## src/rtl/trig_gen.sv

```systemverilog
// Ultrasonic ranging trigger sequencer: emits the sensor trigger pulse, waits for the echo
// receiver to report completion (or time out), then enforces a hold-off before re-arming.
module trig_gen #(
  parameter int unsigned TRIG_CYCLES    = 1000,
  parameter int unsigned TIMEOUT_CYCLES = 3800000,
  parameter int unsigned HOLDOFF_CYCLES = 2000000
) (
  input  logic        clk,
  input  logic        rst_n,
  input  logic        start,
  input  logic        auto_en,
  input  logic        echo,
  input  logic        e_done,
  output logic        trig,
  output logic        i_idle,
  output logic        busy,
  output logic        timeout,
  output logic [15:0] meas_cnt
);

  localparam logic [31:0] TrigLast    = 32'(TRIG_CYCLES - 1);
  localparam logic [31:0] TimeoutLast = 32'(TIMEOUT_CYCLES - 1);
  localparam logic [31:0] HoldLast    = 32'(HOLDOFF_CYCLES - 1);

  typedef enum logic [1:0] {StIdle, StTrig, StWait, StHold} state_e;

  state_e      state_q, state_d;
  logic [31:0] cnt_q, cnt_d;
  logic [15:0] meas_cnt_q, meas_cnt_d;
  logic        trig_q, trig_d;
  logic        i_idle_q, i_idle_d;
  logic        timeout_q, timeout_d;

  always_comb begin
    state_d    = state_q;
    meas_cnt_d = meas_cnt_q;
    timeout_d  = 1'b0;

    case (state_q)
      StIdle: begin
        if (start || auto_en) state_d = StTrig;
      end
      StTrig: begin
        if (cnt_q == TrigLast) state_d = StWait;
      end
      StWait: begin
        // A completion on the last wait cycle wins over the timeout.
        if (e_done) begin
          state_d    = StHold;
          meas_cnt_d = meas_cnt_q + 16'd1;
        end else if (cnt_q == TimeoutLast) begin
          state_d   = StHold;
          timeout_d = 1'b1;
        end
      end
      StHold: begin
        if ((cnt_q >= HoldLast) && !echo) state_d = StIdle;
      end
      default: state_d = StIdle;
    endcase

    // Counter restarts on every state entry; in hold it parks once the minimum gap is met.
    if (state_d != state_q) begin
      cnt_d = '0;
    end else if (state_q == StIdle) begin
      cnt_d = '0;
    end else if ((state_q == StHold) && (cnt_q >= HoldLast)) begin
      cnt_d = cnt_q;
    end else begin
      cnt_d = cnt_q + 32'd1;
    end

    trig_d   = (state_d == StTrig);
    i_idle_d = (state_q == StHold) && (state_d == StIdle);
  end

  always_ff @(posedge clk or negedge rst_n) begin
    if (!rst_n) begin
      state_q    <= StIdle;
      cnt_q      <= '0;
      meas_cnt_q <= '0;
      trig_q     <= 1'b0;
      i_idle_q   <= 1'b0;
      timeout_q  <= 1'b0;
    end else begin
      state_q    <= state_d;
      cnt_q      <= cnt_d;
      meas_cnt_q <= meas_cnt_d;
      trig_q     <= trig_d;
      i_idle_q   <= i_idle_d;
      timeout_q  <= timeout_d;
    end
  end

  assign trig     = trig_q;
  assign i_idle   = i_idle_q;
  assign timeout  = timeout_q;
  assign busy     = (state_q != StIdle);
  assign meas_cnt = meas_cnt_q;

endmodule

```

## config.mk

```make
export PLATFORM = sky130hd
export DESIGN_NAME = trig_gen
export DESIGN_NICKNAME = d
export VERILOG_FILES = /design/src/rtl/trig_gen.sv
export SDC_FILE = /design/constraint.sdc
export NUM_CORES = 1
export LEC_CHECK = 0
export ABC_AREA = 1
export BUFFER_PORTS_ARGS = -buffer_cell sky130_fd_sc_hd__buf_4
export CAP_MARGIN = 20
export CORE_MARGIN = 2
export CORE_UTILIZATION = 55
export CTS_CLUSTER_DIAMETER = 30
export DETAILED_ROUTE_END_ITERATION = 7
export PLACE_DENSITY = 0.76
export RECOVER_POWER = 100
export SLEW_MARGIN = 20
export SYNTH_ARGS = -nofsm -noshare
export SYNTH_HDL_FRONTEND = slang
export SYNTH_SLANG_ARGS = --single-unit
```

## constraint.sdc

```tcl
create_clock -name clk -period 1.8 [get_ports clk]
set_clock_uncertainty 0.1 [all_clocks]
set_input_delay 0 -clock clk [delete_from_list [all_inputs] [get_ports clk]]
set_output_delay 0 -clock clk [all_outputs]
set_load 0.02 [all_outputs]
```

Word level (Yosys, flattened, before mapping)

Cells that the tools add are included.
W data, S select, Z words.

Add/subtract/negate cells: 2
$lt $le $gt $ge: 1
Equal/unequal tests: 8
Muxes and demuxes: 12
Reduce and logical (&&, ||, !) cells: 9

Operators with widths:

| cell                    | count |
|---|---|
| $mux W32                | 3 |
| $add A32 B1 Y32 const B | 1 |
| $eq A32 B10 Y1 const B  | 1 |
| $eq A32 B22 Y1 const B  | 1 |
| $ge A32 B21 Y1 const B  | 1 |
| $add A16 B1 Y16 const B | 1 |
| $mux W2                 | 5 |
| $pmux W2 S4             | 1 |
| $eq A2 B1 Y1 const B    | 2 |
| $eq A2 B2 Y1 const B    | 2 |
| $logic_not A2 Y1        | 2 |
| $logic_and A1 B1 Y1     | 3 |
| $mux W1                 | 3 |
| $ne A3 B3 Y1 const B    | 1 |
| $ne A2 B2 Y1            | 1 |
| $reduce_and A2 Y1       | 1 |
| $reduce_bool A2 Y1      | 1 |
| $logic_not A1 Y1        | 1 |
| $logic_or A1 B1 Y1      | 1 |

Flip-flop bits (word level): 53
Input bits: 6
Output and inout port bits: 20
Logic and storage cells: 38

Logic depth before layout (Yosys ltp)

Gate-level depths: netlist of run 1.

Depth after elaboration: 6
Mapped depth: 16

Worst setup path before layout of run 1

No wires, ideal clock.

Kind: reg-to-reg
From: register cnt_q[0]
To: register cnt_q[0]
Library setup time: 0.116 ns
Data arrival time: 1.751 ns
Required time: 1.584 ns
Setup slack: -0.167 ns
Cell stages (with the launch flop): 16
Buffers on the path: 1
Clock period less this slack: 1.967 ns
Cell sequence: dfrtp_1 ha_1 nand2_2 nor2_4 nand2_1 nand2_1 nand2_1 nand2_1 nand2_1 nand2_4 nand3_2 o31ai_1 inv_2 nand2_4 buf_6 nor2_2

Cells in the longest elaborated chain, start to end: 6
Elaborated cells on any way between the ends: 16

RTL lines:

| item                                               | line       | RTL |
|---|---|---|
| start: declaration                                 | 28         | `logic [31:0] cnt_q, cnt_d;` |
| start signal: assignment                           | 87         | `cnt_q <= cnt_d;` |
| $ge A32 B21 Y1 or $eq A32 B22 Y1 (tied branches)   | 57, 67, 51 |  |
| $logic_and A1 B1 Y1 or $mux W2 (tied branches)     | 57, 51     |  |
| $mux W2 (on tied branches)                         | 57, 48     |  |
| $pmux W2 S4                                        | 39         | `case (state_q)` |
| $ne A2 B2 Y1                                       | 63         | `if (state_d != state_q) begin` |
| $ne A3 B3 Y1 (no line) or $mux W32 (tied branches) | n/a        |  |

Several ways; a longest one is shown, not always the timed one. The select of a mux whose other input is x is not followed.
A chain may end at the register's enable or synchronous reset.

Worst setup path in the final report of run 1

From: register cnt_q[11]
To: register cnt_q[7]

The elaborated chain is that of the path after synthesis.

==> impl_metrics.json, run 1 <==
{
  "fin_total_pwr_mw": 2.10,
  "vdd_ir_drop_max_v": 0.000355,
  "synth_fp_nets": 543,
  "synth_edf_count": 0,
  "dr_total_vias": 4203,
  "synth_cells": 535,
  "p_int_mw": 1.62,
  "synth_top_family_by_area": "simple AND/OR/NAND/NOR gates",
  "netlist_area_um2": 3640,
  "critPathMaxFanout": 10,
  "die_w_um": 85.4,
  "min_period_ps": 2120,
  "leakagePower_nw": 2.40,
  "cp-end-kind": "flip-flop",
  "p_per_area_nw_per_um2": 418,
  "die_area_um2": 7290,
  "avgRoutedWirePerCell_um": 17.1,
  "switchingPower_mw": 0.480,
  "syn_area_per_cell_um2": 6.81,
  "place_congestion": 0.978,
  "track_usage_pct": 31.5,
  "grt_pass1_wl_um": 18000,
  "synthMuxAreaShare_pct": 0,
  "violations": "negative setup slack",
  "viasPerCell": 5.69,
  "core_um2": 6390,
  "grt_overflow": 0,
  "numCtsBuffers": 5,
  "drive_gt1_share_pct": 31.6,
  "synth_xor_area_share_pct": 8.42,
  "num_rows": 29,
  "clk_pin_slew_worst_paths_ps": 110,
  "route.detailed.drc": 0,
  "synthAdderAreaFrac_pct": 0.687,
  "async_reset_ff_share_pct": 100,
  "cap_violations": 0,
  "h-tree-depth": 2,
  "drt_wl_total_um": 12600,
  "relSlewSlack_pct": 8.87,
  "final-max-slew-violation-count": 0,
  "p_seq_share_pct": 56.7,
  "rsz0062_at_grt": "true",
  "area_growth_pct": 38.1,
  "r2r_setup_slack_ps": -320,
  "cts_tree": "done",
  "p_clk_share_pct": 40.8,
  "timing.final.ws_setup_ps": -323,
  "criticalPathCategory": "reg -> reg",
  "antenna_found_initial": 0,
  "post-route-period-util_pct": 118,
  "grt_max_degree": 54,
  "worst_slew_pin_slew_ps": 1370,
  "firstDrtPassIters": 5,
  "drt_iter0_markers": 480,
  "synth_compound_area_share_pct": 4.47,
  "die_h_um": 85.4,
  "initial_utilization_pct": 57.0,
  "status": "finished, violations left",
  "clockBufferDepth": 2,
  "synth-seq-cells": 53,
  "hold_viol_final": 0,
  "fin_util_pct": 78.7,
  "synth_cell_types": 26,
  "synth-simple-area-share_pct": 38.6,
  "setup_violations": 43,
  "postRouteAntennaNets": 0,
  "pin_count": 26,
  "worstHoldPathType": "in -> reg",
  "yosysTopAreaCell": "dfrtp_1",
  "clock_latency_ps": 320,
  "cp-start-kind": "flip-flop",
  "combPwrFrac_pct": 2.5,
  "synthTopCellsByCount": "nand2_1, nor2_1, inv_1",
  "required_ps": 1930,
  "final_nets": 670,
  "yosys_warnings": 0,
  "dp_hpwl_um": 7510,
  "cts_root_buffer": "clkbuf_8",
  "cp_data_arrival_time_ps": 2250,
  "fmax_ghz": 0.471,
  "yosys-top-cells-area": "dfrtp_1, nand2_1, nor2_1",
  "synth_most_common_cell": "nand2_1",
  "swShare_pct": 22.8,
  "synth_sequential_area_ratio_pct": 36.4,
  "clkSinkCount": 53,
  "grt_pass1_vias": 3931,
  "synth_top_cell_area_share_pct": 36.4,
  "antenna_cells": 0,
  "synth_ff_type": "dfrtp_1",
  "port_buffers": 25
}
-- state kept, by name (all words and copies together), names as in the netlist --
register	count
cnt_q	32
state_q	2
timeout	1
i_idle	1
meas_cnt	16
trig	1
-- final cells by class --
cell class              instances  area, um2
fillers                       440       1360
clock buffers                   5       68.8
repair buffers                133       1010
inverters                      84        315
clock inverters                 2       38.8
well taps                      77       96.3
multi-input cells             385       2170
flip-flops and latches         53       1330
-- power groups by stage --
| stage | sequential, mW | clock (mW) | combinational, mW |
|---|---|---|---|
| 3_3_place_gp | 1.21 | 0 | 0.0419 |
| 4_1_cts | 1.19 | 0.849 | 0.0521 |
| 5_1_grt | 1.19 | 0.881 | 0.0585 |
| 2_1_floorplan | 1.22 | 0 | 0.00354 |
| 3_5_place_dp | 1.22 | 0 | 0.0430 |
| 6_report | 1.19 | 0.857 | 0.0520 |
-- stage by stage --
| stage | area [um2] | setup WS, ps | hold slack, ps | setup TNS (ps) | std cells |
|---|---|---|---|---|---|
| 4_1_cts | 4800 | -180 | 189 | -4680 | 726 |
| 3_5_place_dp | 4490 | -215 | -14.4 | -5930 | 707 |
| 3_3_place_gp | 4490 | -182 | -20.8 | -5050 | 707 |
| 5_1_grt | 5030 | -416 | 316 | -15170 | 739 |
| 6_report | 5030 | -323 | 288 | -11180 | 739 |
| 2_1_floorplan | 3680 | -76.9 | -396 | -2200 | 535 |
-- logic make-up (layout without fill, tap and decap cells) --
group	after synthesis	after routing
adder cells (fa/ha/maj)	2	2
AND/OR/NAND/NOR	316	316
XOR/XNOR	35	35
buffers and inverters	97	224
AO/OA/AOI/OAI	32	32
flip-flops	53	53
-- repair_timing --
action,4_1_cts,5_1_grt
buffers inserted,8,14
gates cloned,0,1
pin swaps,10,19
endpoints found under the setup margin,36,42
endpoints found under the hold margin,56,0
hold buffers,5,0
resized for setup,37,56
-- critical path, stage by stage (launching register included) --
cell and delay, ps:
dfrtp_2 430, buf_4 130, nand2_1 40, nor3_1 170
nand2_1 90, nor2_1 160, nand3_1 180, nand2_1 120
nor2_2 50, nand2_2 80, nand3_2 80, nand2_4 150
clkbuf_16 200, nor2_2 40
-- cells in the final DEF (no fill, tap or decap), drive strengths merged --
| cell | netlist | final |
|---|---|---|
| xor2 | 30 | 30 |
| inv | 83 | 84 |
| xnor2 | 5 | 5 |
| ha | 2 | 2 |
| nand3 | 43 | 43 |
| buf | 11 | 107 |
| bufinv | 0 | 1 |
| and3 | 2 | 2 |
| dfrtp | 53 | 53 |
| dlygate4sd3 | 0 | 5 |
| nor4 | 1 | 1 |
| clkinv | 1 | 1 |
| clkbuf | 2 | 26 |
| nor2 | 116 | 116 |
| nand4 | 6 | 6 |
| o31ai | 1 | 1 |
| nand2 | 128 | 128 |
| o21ai | 31 | 31 |
| nor3 | 20 | 20 |
-- worst paths after layout --
check | start | to | depth (start not counted)
setup reg to reg | cnt_q[11] | cnt_q[7] | 13
min in group asynchronous | rst_n | cnt_q[13] | 2
hold / removal | e_done | timeout | 3
setup / recovery | cnt_q[11] | cnt_q[7] | 13
hold reg to reg | meas_cnt[15] | meas_cnt[15] | 1
max in group asynchronous | rst_n | cnt_q[18] | 2
-- layer usage --
metal	wire (um)	vias up	track usage (%)	part of all wire, %
li1	-	1897	-	-
met1	4900	1980	39.3	39
met2	6110	248	55.2	48
met3	951	78	4.28	7.5
met4	643	0	11.8	5.1
met5	0	-	0	0
No activity file was read; power rests on OpenSTA's default activity.
==> run 2: changes to the inputs <==
- CTS_CLUSTER_DIAMETER: 30 -> default
- MAX_ROUTING_LAYER: default -> met4
==> run 2 against run 1 <==
Compared with the run above:
- the run still ends with negative setup slack left
- cell count down 1.5%
- combinational power fell by 12%
- non-clock buffer count decreased by 12
- register-to-register slack better by 20 ps
- via count shrank 6.1%
- worst hold slack about the same
- maximum frequency grew 0.92%
- worst setup slack improved by 19 ps
- first-iteration DRC count up 0.21%
- die area stayed put
- total power increased by 1.1%
- clock power grew 3.4%
- largest cell class unchanged
==> impl_metrics.json, run 2 (synthesis results as in run 1) <==
{
  "grt_pass1_wl_um": 16700,
  "numCtsBuffers": 5,
  "relSlewSlack_pct": 12.4,
  "h-tree-depth": 2,
  "met2WireLength_um": 5270,
  "port_buffers": 25,
  "vdd_ir_drop_max_v": 0.000434,
  "final_cell_area_um2": 4900,
  "critPathMaxFanout": 14,
  "grt_overflow": 0,
  "leakagePower_nw": 2.32,
  "cts_tree": "done",
  "final_common_cell": "nand2_1",
  "antenna_found_initial": 0,
  "worst_slew_pin_slew_ps": 1310,
  "track_usage_pct": 29.6,
  "firstDrtPassIters": 6,
  "route.detailed.drc": 0,
  "cp-end-kind": "flip-flop",
  "fin_total_pwr_mw": 2.12,
  "num_rows": 29,
  "criticalPathCategory": "reg -> reg",
  "grt_max_degree": 54,
  "dr_total_vias": 3948,
  "cts_root_buffer": "clkbuf_8",
  "dpl_cell_area_um2": 4480,
  "met3_length_um": 837,
  "initial_utilization_pct": 57.0,
  "dp_hpwl_um": 7480,
  "multi_input_comb_area_um2": 2120,
  "post-route-period-util_pct": 117,
  "min_period_ps": 2100,
  "status": "finished, violations left",
  "largest_reg_flops": 32,
  "final-max-slew-violation-count": 0,
  "core_um2": 6390,
  "regArea_um2": 1330,
  "drt_wl_total_um": 11200,
  "stdcell_count": 728,
  "postRouteAntennaNets": 0,
  "timing.final.ws_setup_ps": -304,
  "clockBufferDepth": 2,
  "viasPerCell": 5.42,
  "violations": "negative setup slack",
  "final_nets": 658,
  "area_growth_pct": 34.5,
  "largest-register": "cnt_q",
  "dp_cells": 706,
  "cap_violations": 0,
  "grt_pass1_vias": 3594,
  "die_area_um2": 7290,
  "rsz0062_at_grt": "true",
  "die_h_um": 85.4,
  "hold_viol_final": 0,
  "clkSinkCount": 53,
  "clock_latency_ps": 320,
  "required_ps": 1950,
  "worstHoldPathType": "in -> reg",
  "wl_met1_um": 4620,
  "fillers": 453,
  "avgRoutedWirePerCell_um": 15.3,
  "highest_layer": "met4",
  "antenna_cells": 0,
  "clk_pin_slew_worst_paths_ps": 110,
  "cp-start-kind": "flip-flop",
  "die_w_um": 85.4,
  "setup_violations": 37,
  "p_per_area_nw_per_um2": 434,
  "pin_count": 26,
  "cp_data_arrival_time_ps": 2250,
  "final_cell_mix": "nand2_1, buf_4, nor2_1, inv_1, dfrtp_1",
  "place_congestion": 1.00,
  "fmax_ghz": 0.475,
  "drive_gt1_share_pct": 27.3,
  "drt_iter0_markers": 481
}
==> run 2: cell types whose count changed in the layout (fill, tap and decap cells not counted), sizes merged <==
cell	delta
clkinv	+1
buf	-16
clkbuf	+4
==> run 2: area by class of cell <==
| type | instances | area share (%) |
|---|---|---|
| Multi-Input combinational cell | 385 | 43.3 |
| Sequential cell | 53 | 27.2 |
| Timing Repair Buffer | 121 | 18.7 |
| Inverter | 84 | 6.44 |
| Tap cell | 77 | 1.97 |
| Clock buffer | 5 | 1.41 |
| Clock inverter | 3 | 1.02 |
==> run 2: metal layers <==
metal / up-vias / global-route usage (%)
met3: 49 / 4.18
met4: 0 / 9.24
met1: 1833 / 38.3
met5: - / -
li1: 1866 / -
met2: 200 / 48.3
==> run 2: worst max-delay path: stages, from the launching register on <==
cell     delay, ps
dfrtp_1        430
ha_4           190
nand2_4         80
nor2_4          40
nand2_1         90
nand2_1         70
nand2_1         60
nand2_1         70
nand2_2         80
nand2_4         90
nand2_4        100
nand2_2        200
o21ai_0        230
inv_1           80
nor2_2         130
==> run 2: path summary, 6_finish.rpt <==
| path | slack, ps | from | endpoint | cells past startpoint |
|---|---|---|---|---|
| worst min register to register | 390 | meas_cnt[15] | meas_cnt[15] | 1 |
| worst min-delay path | 290 | e_done | timeout | 3 |
| worst max register to register | -300 | cnt_q[0] | cnt_q[31] | 14 |
| min in group asynchronous | 390 | rst_n | cnt_q[16] | 2 |
| max in group asynchronous | 350 | rst_n | cnt_q[17] | 2 |
| worst max-delay path | -300 | cnt_q[0] | cnt_q[31] | 14 |
==> run 2: repair_timing <==
action	4_1_cts	5_1_grt
resized for setup	15	65
hold buffers	5	0
buffers inserted	2	6
pin swaps	4	10
hold endpoints to repair	57	0
gates cloned	0	3
setup endpoints to repair	36	38
==> run 2: per-stage QoR <==
step / TNS, ps / setup WS, ps / hold slack (ps) / util, %
3_5_place_dp: -4240 / -219 / -15.2 / 70.1
3_3_place_gp: -3340 / -197 / -21.6 / 70.1
4_1_cts: -4290 / -151 / 181 / 73.8
2_1_floorplan: -2200 / -76.9 / -396 / -
6_report: -8970 / -304 / 289 / 76.7
5_1_grt: -13030 / -434 / 307 / 76.7
==> run 2: where the power goes <==
group          internal [mW]  switching [mW]
clock network          0.428           0.458
registers               1.19         0.00177
logic                 0.0152          0.0304
total                   1.63           0.490
==> run 3: changes to the inputs <==
- BUFFER_PORTS_ARGS: -buffer_cell sky130_fd_sc_hd__buf_4 -> -buffer_cell sky130_fd_sc_hd__buf_2
==> run 3 against run 2 <==
Compared with the run above:
- first-iteration DRC count down 41%
- global-route usage up 2.0 points
- utilization up 1.2 points
- largest cell class unchanged
- critical endpoint is now cnt_q[22]
- sequential share of layout area down 0.45 points
- non-clock buffer count up 11
- clock power down 4.7%
- worst hold slack better by 32 ps
- die area unchanged
- critical path type unchanged
- worst setup slack worse by 28 ps
- the flow still finishes with violations (negative setup slack)
- highest routed layer unchanged
- final area up 1.6%
- maximum frequency down 1.3%
==> impl_metrics.json, run 3 (synthesis results as in run 1) <==
{
  "initial_utilization_pct": 57.0,
  "worst_slew_pin_slew_ps": 1390,
  "final_cell_mix": "nand2_1, buf_4, inv_1, nor2_1, dfrtp_1",
  "port_buffers": 25,
  "tns_ps": -11210,
  "antenna_cells": 0,
  "cts_tree": "done",
  "fmax_ghz": 0.469,
  "violations": "negative setup slack",
  "viasPerCell": 5.36,
  "fillers": 479,
  "dr_total_vias": 3959,
  "switchingPower_mw": 0.465,
  "drt_wl_total_um": 11700,
  "cp-end-kind": "flip-flop",
  "track_usage_pct": 31.6,
  "rsz0062_at_grt": "true",
  "status": "finished, violations left",
  "h-tree-depth": 2,
  "p_clk_share_pct": 40.5,
  "die_w_um": 85.4,
  "place_congestion": 0.987,
  "num_rows": 29,
  "route.detailed.drc": 0,
  "multi_input_comb_area_um2": 2120,
  "hp-start": "e_done",
  "cts_root_buffer": "clkbuf_8",
  "largest_reg_flops": 32,
  "firstDrtPassIters": 5,
  "p_int_mw": 1.62,
  "pin_count": 26,
  "leakagePower_nw": 2.37,
  "r2r-start": "cnt_q[10]",
  "critPathMaxFanout": 5,
  "drive_gt1_share_pct": 29.0,
  "clock_latency_ps": 320,
  "final_common_cell": "nand2_1",
  "dp_hpwl_um": 7840,
  "cp_common_cell": "nand2_1",
  "pre_cts_ws_ps": -255,
  "hold_viol_final": 0,
  "whs_ps": 320,
  "cap_violations": 0,
  "drt_iter0_markers": 283,
  "timing.final.ws_setup_ps": -332,
  "cp-start-kind": "flip-flop",
  "swShare_pct": 22.3,
  "core_um2": 6390,
  "setup_violations": 44,
  "p_seq_share_pct": 57.2,
  "vdd_ir_drop_max_v": 0.000526,
  "clkSinkCount": 53,
  "die_h_um": 85.4,
  "largest-register": "cnt_q",
  "r2r_setup_slack_ps": -330,
  "cp_data_arrival_time_ps": 2290,
  "grt_max_degree": 32,
  "clk_pin_slew_worst_paths_ps": 100,
  "area_growth_pct": 36.6,
  "avgRoutedWirePerCell_um": 15.8,
  "reg2reg_depth": 12,
  "p_per_area_nw_per_um2": 419,
  "reg2reg_to": "cnt_q[22]",
  "final_nets": 669,
  "startpoint": "cnt_q[10]",
  "grt_pass1_vias": 3761,
  "post-route-period-util_pct": 118,
  "relSlewSlack_pct": 7.58,
  "required_ps": 1960,
  "grt_overflow": 0,
  "max_stage_delay_ps": 490,
  "clockBufferDepth": 2,
  "antenna_found_initial": 0,
  "crit_end": "cnt_q[22]",
  "die_area_um2": 7290,
  "min_period_ps": 2130,
  "grt_pass1_wl_um": 17500,
  "final-max-slew-violation-count": 0,
  "path_cells": "nand2_1 -> nor2_2 -> nand2_1 -> buf_4 -> nor2_1 -> nand2_1 -> xor2_1 -> nor2_1 -> nand2_1 -> nand2_1 -> inv_1 -> nor2_4",
  "criticalPathCategory": "reg -> reg",
  "combPwrFrac_pct": 2.3,
  "postRouteAntennaNets": 0,
  "numCtsBuffers": 5,
  "worstHoldPathType": "in -> reg",
  "regArea_um2": 1330,
  "cp_slowest_cell": "dfrtp_1"
}
## run 3: area by class of cell
type / instances / share of cell area (%)
inverters: 84 / 6.34
multi-input cells: 385 / 42.7
clock inverters: 2 / 0.780
repair buffers: 132 / 20.1
flip-flops and latches: 53 / 26.8
clock buffers: 5 / 1.38
well taps: 77 / 1.94
## run 3: layer usage
| metal | track usage, % | wire length, um | vias to the layer above |
|---|---|---|---|
| met5 | - | 0 | - |
| met4 | 10.1 | 431 | 0 |
| met3 | 4.18 | 570 | 46 |
| met2 | 53.1 | 5850 | 139 |
| met1 | 39.4 | 4840 | 1879 |
| li1 | - | - | 1895 |
## run 3: worst min-delay path by stage
stage,endpoint,slack (ps),depth (start not counted)
2_1_floorplan,cnt_q[0],-400,0
3_3_place_gp,cnt_q[13],-80,1
3_5_place_dp,cnt_q[14],-70,1
4_1_cts,i_idle,40,6
5_1_grt,timeout,320,3
6_report,timeout,320,3
## run 3: power by group through the flow
stage	clock, mW	combinational (mW)	sequential (mW)
CTS	0.853	0.0488	1.19
floorplan	0	0.00354	1.22
detailed placement	0	0.0421	1.22
global route	0.888	0.0537	1.19
global placement	0	0.0410	1.22
finish	0.844	0.0470	1.19
## run 3: what timing repair did
item                                    in CTS  in global routing
endpoints found under the setup margin      36                 42
gates resized for setup                     29                 57
pin swaps                                    3                 21
hold buffers                                 4                  1
endpoints found under the hold margin       26                  1
buffers inserted                             8                 11
cloned                                       1                  0
## run 3: stage by stage
stage | instance area, um2 | cells | util [%] | power (mW)
final | 4970 | 738 | 77.9 | 2.08
after CTS | 4750 | 727 | 74.5 | 2.09
after floorplan | 3680 | 535 | - | 1.22
after global placement | 4450 | 707 | 69.7 | 1.26
after global routing | 4970 | 738 | 77.9 | 2.13
after detailed placement | 4450 | 707 | 69.7 | 1.26
## run 3: critical path: cells and delay by family (launching register included)
kind / cells / cell delay (ps)
flip-flops: 1 / 490
AND/OR/NAND/NOR: 9 / 1140
buffers and inverters: 2 / 210
XOR/XNOR: 1 / 150
